## src/rtl/sram_march_bist.sv

```systemverilog
// March C- memory BIST controller: drives an SRAM BIST port one operation per cycle
// and compares read data against the expected background one cycle after each read.
module sram_march_bist #(
  parameter int unsigned ADDR_W = 9,
  parameter int unsigned DATA_W = 16
) (
  input  logic              A_BIST_CLK,
  input  logic              A_BIST_RST,
  input  logic              START,
  input  logic [DATA_W-1:0] A_DOUT,
  output logic              A_BIST_EN,
  output logic              A_BIST_MEN,
  output logic              A_BIST_WEN,
  output logic              A_BIST_REN,
  output logic [ADDR_W-1:0] A_BIST_ADDR,
  output logic [DATA_W-1:0] A_BIST_DIN,
  output logic [DATA_W-1:0] A_BIST_BM,
  output logic              BUSY,
  output logic              DONE,
  output logic              FAIL,
  output logic [ADDR_W-1:0] FAIL_ADDR,
  output logic [7:0]        FAIL_CNT
);

  localparam logic [ADDR_W-1:0] ADDR_MAX = '1;
  localparam logic [DATA_W-1:0] ONES     = '1;
  localparam logic [7:0]        CNT_MAX  = 8'hFF;

  typedef enum logic [3:0] {
    ST_IDLE, ST_M0, ST_M1, ST_M2, ST_M3, ST_M4, ST_M5, ST_FLUSH, ST_DONE
  } state_e;

  state_e              state_q, state_d;
  logic [ADDR_W-1:0]   addr_q, addr_d;
  logic                wr_q, wr_d;
  logic                en_q, en_d, men_q, men_d, wen_q, wen_d, ren_q, ren_d;
  logic [DATA_W-1:0]   din_q, din_d, bm_q, bm_d;
  logic                busy_q, busy_d, done_q, done_d;
  logic                cmp_vld_q, cmp_vld_d;
  logic [DATA_W-1:0]   exp_q, exp_d;
  logic [ADDR_W-1:0]   raddr_q, raddr_d;
  logic                fail_q, fail_d;
  logic [ADDR_W-1:0]   fail_addr_q, fail_addr_d;
  logic [7:0]          fail_cnt_q, fail_cnt_d;
  logic                accept;
  logic                mismatch;

  always_ff @(posedge A_BIST_CLK or posedge A_BIST_RST) begin
    if (A_BIST_RST) begin
      state_q     <= ST_IDLE;
      addr_q      <= '0;
      wr_q        <= 1'b0;
      en_q        <= 1'b0;
      men_q       <= 1'b0;
      wen_q       <= 1'b0;
      ren_q       <= 1'b0;
      din_q       <= '0;
      bm_q        <= '0;
      busy_q      <= 1'b0;
      done_q      <= 1'b0;
      cmp_vld_q   <= 1'b0;
      exp_q       <= '0;
      raddr_q     <= '0;
      fail_q      <= 1'b0;
      fail_addr_q <= '0;
      fail_cnt_q  <= '0;
    end else begin
      state_q     <= state_d;
      addr_q      <= addr_d;
      wr_q        <= wr_d;
      en_q        <= en_d;
      men_q       <= men_d;
      wen_q       <= wen_d;
      ren_q       <= ren_d;
      din_q       <= din_d;
      bm_q        <= bm_d;
      busy_q      <= busy_d;
      done_q      <= done_d;
      cmp_vld_q   <= cmp_vld_d;
      exp_q       <= exp_d;
      raddr_q     <= raddr_d;
      fail_q      <= fail_d;
      fail_addr_q <= fail_addr_d;
      fail_cnt_q  <= fail_cnt_d;
    end
  end

  // Sequencer; wr_q selects the write half of two-operation elements.
  always_comb begin
    state_d = state_q;
    addr_d  = addr_q;
    wr_d    = wr_q;
    accept  = START && ((state_q == ST_IDLE) || (state_q == ST_DONE));
    case (state_q)
      ST_IDLE, ST_DONE: begin
        if (accept) begin
          state_d = ST_M0;
          addr_d  = '0;
          wr_d    = 1'b0;
        end
      end
      ST_M0: begin
        if (addr_q == ADDR_MAX) begin
          state_d = ST_M1;
          addr_d  = '0;
        end else begin
          addr_d = addr_q + ADDR_W'(1);
        end
      end
      ST_M1, ST_M2: begin
        wr_d = ~wr_q;
        if (wr_q) begin
          if (addr_q == ADDR_MAX) begin
            state_d = (state_q == ST_M1) ? ST_M2 : ST_M3;
            addr_d  = (state_q == ST_M1) ? '0 : ADDR_MAX;
          end else begin
            addr_d = addr_q + ADDR_W'(1);
          end
        end
      end
      ST_M3, ST_M4: begin
        wr_d = ~wr_q;
        if (wr_q) begin
          if (addr_q == '0) begin
            state_d = (state_q == ST_M3) ? ST_M4 : ST_M5;
            addr_d  = (state_q == ST_M3) ? ADDR_MAX : '0;
          end else begin
            addr_d = addr_q - ADDR_W'(1);
          end
        end
      end
      ST_M5: begin
        if (addr_q == ADDR_MAX) begin
          state_d = ST_FLUSH;
          addr_d  = '0;
        end else begin
          addr_d = addr_q + ADDR_W'(1);
        end
      end
      ST_FLUSH: state_d = ST_DONE;
      default: begin
        state_d = ST_IDLE;
        addr_d  = '0;
        wr_d    = 1'b0;
      end
    endcase

    // Port controls are decoded from the next state so they line up with state_q.
    en_d   = state_d inside {ST_M0, ST_M1, ST_M2, ST_M3, ST_M4, ST_M5, ST_FLUSH};
    men_d  = state_d inside {ST_M0, ST_M1, ST_M2, ST_M3, ST_M4, ST_M5};
    wen_d  = (state_d == ST_M0) ||
             ((state_d inside {ST_M1, ST_M2, ST_M3, ST_M4}) && wr_d);
    ren_d  = (state_d == ST_M5) ||
             ((state_d inside {ST_M1, ST_M2, ST_M3, ST_M4}) && !wr_d);
    din_d  = (wen_d && ((state_d == ST_M1) || (state_d == ST_M3))) ? ONES : '0;
    bm_d   = en_d ? ONES : '0;
    busy_d = en_d;
    done_d = (state_d == ST_DONE);
  end

  // Read checking: capture expectation in the read cycle, compare data one cycle later.
  always_comb begin
    cmp_vld_d   = ren_q;
    exp_d       = ((state_q == ST_M2) || (state_q == ST_M4)) ? ONES : '0;
    raddr_d     = addr_q;
    fail_d      = fail_q;
    fail_addr_d = fail_addr_q;
    fail_cnt_d  = fail_cnt_q;
    mismatch    = cmp_vld_q && (A_DOUT != exp_q);
    if (accept) begin
      fail_d      = 1'b0;
      fail_addr_d = '0;
      fail_cnt_d  = '0;
    end else if (mismatch) begin
      fail_d = 1'b1;
      if (!fail_q) fail_addr_d = raddr_q;
      if (fail_cnt_q != CNT_MAX) fail_cnt_d = fail_cnt_q + 8'(1);
    end
  end

  assign A_BIST_EN   = en_q;
  assign A_BIST_MEN  = men_q;
  assign A_BIST_WEN  = wen_q;
  assign A_BIST_REN  = ren_q;
  assign A_BIST_ADDR = addr_q;
  assign A_BIST_DIN  = din_q;
  assign A_BIST_BM   = bm_q;
  assign BUSY        = busy_q;
  assign DONE        = done_q;
  assign FAIL        = fail_q;
  assign FAIL_ADDR   = fail_addr_q;
  assign FAIL_CNT    = fail_cnt_q;

endmodule

```

## config.mk

```make
export PLATFORM = sky130hd
export DESIGN_NAME = sram_march_bist
export DESIGN_NICKNAME = d
export VERILOG_FILES = /design/src/rtl/sram_march_bist.sv
export SDC_FILE = /design/constraint.sdc
export NUM_CORES = 1
export LEC_CHECK = 0
export ABC_AREA = 1
export BUFFER_PORTS_ARGS = -buffer_cell sky130_fd_sc_hd__buf_2
export CAP_MARGIN = 10
export CELL_PAD_IN_SITES_DETAIL_PLACEMENT = 1
export CELL_PAD_IN_SITES_GLOBAL_PLACEMENT = 1
export CORE_ASPECT_RATIO = 0.6
export CORE_UTILIZATION = 25
export DETAILED_ROUTE_END_ITERATION = 12
export GPL_TIMING_DRIVEN = 1
export PLACE_DENSITY_LB_ADDON = 0.1
export SYNTH_ARGS = -nofsm -noshare
export SYNTH_HDL_FRONTEND = slang
export SYNTH_SLANG_ARGS = --single-unit
```

## constraint.sdc

```tcl
create_clock -name A_BIST_CLK -period 4 [get_ports A_BIST_CLK]
set_input_delay 0.4 -clock A_BIST_CLK [delete_from_list [all_inputs] [get_ports A_BIST_CLK]]
set_output_delay 0.4 -clock A_BIST_CLK [all_outputs]
set_load 0.01 [all_outputs]
```

==> metrics <==
status completed; standard-cell rows 30; RSZ-0062 raised after global routing false; I/O Buffers 83; root buf cell clkbuf_16; total track usage 0.148; setup TNS 0 ns; Mean Syn Cell Area 7.80 um^2; Skew-Pair Late Insertion Delay 0.29 ns; Worst Path Max Fanout 7; first-pass GRT wire length 14.0 mm; Layout area overhead 17.8%; arrival time at the worst endpoint 2.91 ns; Post-DRT Antenna Nets 0; DR pass1 iterations 4; Pleak 1.86 nW; CTS sink count 49; Worst path max stage delay 0.43 ns; Worst EP required 4.22 ns; R2R Path End A_BIST_DIN[14]; PostCTS Resize Cnt 0; Max Cap Viol 0; fin crit share 0.672; Syn Std Cell Area 2960 um^2; Post-Syn Nets 403; cell mode on critical path nor2_1; Post-synth EDFFs 0; Worst-Margin Slew 0.727 ns; vias 2621; count of different cell masters after synthesis 36; core area 11400 um^2; final hold vios 0; post-CTS setup buffers 0; Seq/Total Area, Yosys 0.415; Min Clock Period, post-route 2.69 ns; layout cells sized above 1 0.294; Placed Area 3330 um^2; Worst VDD drop 0.000207 V; Slew Viols, Final 0; total congestion overflow 0; clock buffer depth 2; die area 12300 um^2; kind of launch point of the worst setup path register; Inserted Diodes 0; f_max 0.372 GHz; reg-to-reg slack, setup 1.31 ns; CP max stage cell dfrtp_1; Main synth FF type dfrtp_1; Initial Utilization 0.259; Routed WL 8.68 mm; initial antenna violation count 0; DP Worst Slack 1.33 ns; DR iter-0 viols 75; largest net degree at the start of global routing 50; setup ws final 1.31 ns; post-synthesis async set-or-reset flop share 1.00; Worst Hold Class in -> async; final hold slack 0.258 ns; Layout Skew 0.00610 ns; CP Cell Sequence ha_1, nand2_1, nor2_1, inv_1, nor2_1, nand3_1, nor2_1, ha_1, nand2_1, o211ai_1, o21ai_1, nor2_1, nand2_1, nand3_2, nand2_2, a21oi_2; CTS clk-pin slew, worst paths 0.07 ns; Cells after Synth 379; design area 3480 um^2; number of synthesized register bits 49; wire per inst 14.6 um; die height 86.2 um; Final Wtd Congestion 0.824; CTS Hold Buffers Added 0; TritonCTS clock tree yes; DR DRC count 0; total CTS buffers 5; PwrDens 428 nW/um^2; htree depth 2; die width 142 um; critical path endpoint category register; vias in the first global route 2541; R2R Path Start A_BIST_ADDR[0]; Rel. slew slack 0.515; post-DP HPWL 6.68 mm; I/O pins 84; warnings from Yosys 0; WS Path Type reg -> reg; Via-to-Cell Ratio 4.40; Register-to-Register Path Depth 16; endpoints failing setup 0; Final #Nets 459
state kept, by name, indices dropped and copies added, names as in the netlist:
signal       count
A_BIST_ADDR      9
A_BIST_BM        1
A_BIST_DIN       1
A_BIST_MEN       1
A_BIST_REN       1
A_BIST_WEN       1
DONE             1
FAIL             1
FAIL_ADDR        9
FAIL_CNT         8
cmp_vld_q        1
exp_q            1
raddr_q          9
state_q          4
wr_q             1
cells by family after synthesis:
family | share of synthesized area
AO/OA/AOI/OAI | 0.113
XOR/XNOR | 0.0207
adder cells (fa/ha/maj) | 0.0212
buffers and inverters | 0.140
flip-flops | 0.415
AND/OR/NAND/NOR | 0.290
cells in the final DEF (no fill, tap or decap), types with 2 or more instances in the layout:
cell type and count:
nand2_2 4, a21oi_2 2, ha_1 5, clkbuf_16 5, nand3_2 2, nand2_1 88
o311ai_1 2, o21ai_1 10, o21ai_0 24, and2_1 2, o31ai_1 3, buf_2 83
a21o_1 2, nor3_1 4, xor2_1 3, nor2_2 9, a31oi_1 2, dfrtp_1 49
nand3_1 40, inv_1 28, nand2_4 2, nor4_1 4, inv_2 14, a21oi_1 4
nand4_1 9, o211ai_1 3, xnor2_1 4, nor2_1 19
cells in the mapped netlist, types with 2 or more instances:
master	n	area [um^2]
dfrtp_1	49	1230
o31ai_1	3	22.5
nand2_2	4	25.0
o21ai_0	24	120
o21ai_1	10	50.1
a21o_1	2	15.0
nor3_1	4	20.0
nor2_1	19	71.3
xnor2_1	4	35.0
inv_2	13	48.8
o211ai_1	3	22.5
nand4_1	9	56.3
xor2_1	3	26.3
nor2_2	9	56.3
buf_4	32	240
nand2_1	88	330
a21oi_1	4	20.0
nand2_4	2	22.5
inv_1	29	109
o311ai_1	2	17.5
a31oi_1	2	12.5
nand3_1	40	200
nor4_1	4	25.0
ha_1	5	62.6
and2_1	2	12.5
a21oi_2	2	17.5
nand3_2	2	20.0
metal layers:
| layer | wire [um] | up-vias | global-route usage |
|---|---|---|---|
| met2 | 3560 | 41 | 0.216 |
| met4 | 26 | 0 | 0.0205 |
| met1 | 4840 | 1252 | 0.223 |
| li1 | - | 1326 | - |
| met5 | 0 | - | 0 |
| met3 | 258 | 2 | 0.0343 |
report_power, final:
part | leakage [nW] | total, mW | switching [mW] | internal (mW)
Sequential | 0.649 | 0.617 | 0.0656 | 0.552
Combinational | 1.13 | 0.417 | 0.278 | 0.139
Clock | 0.0775 | 0.458 | 0.205 | 0.253
worst max-delay path, delay by kind of cell (launching register included):
family	cells	cell delay (ns)
adders and majority gates	2	0.47
and+or+nand+nor	10	1.17
DFF	1	0.43
AOI/OAI and AO/OA	3	0.49
buffers and inverters	1	0.06
how the worst max path moves through the flow:
stage / startpoint / end / slack (ns)
6_report: A_BIST_ADDR[0] / A_BIST_DIN[14] / 1.31
3_5_place_dp: A_BIST_ADDR[0] / A_BIST_DIN[14] / 1.33
3_3_place_gp: A_BIST_ADDR[0] / A_BIST_MEN / 1.46
5_1_grt: A_BIST_ADDR[0] / A_BIST_DIN[14] / 0.86
4_1_cts: A_BIST_ADDR[0] / A_BIST_DIN[14] / 1.30
2_1_floorplan: A_BIST_ADDR[0] / A_BIST_DIN[14] / 1.69
through the flow:
stage	power [mW]	util	instances
3_3_place_gp	1.05	0.292	588
6_report	1.49	0.305	596
5_1_grt	1.60	0.305	596
3_5_place_dp	1.05	0.292	588
4_1_cts	1.52	0.305	596
2_1_floorplan	0.908	-	379
final cells by class:
type | count | area, um^2
timing repair buffer | 84 | 423
clock inverter | 2 | 17.5
sequential | 49 | 1230
fill | 1438 | 7930
inverter | 43 | 161
tap | 160 | 200
clock buffer | 6 | 139
multi-input combinational | 252 | 1320
Power figures use the tool's default switching activity.
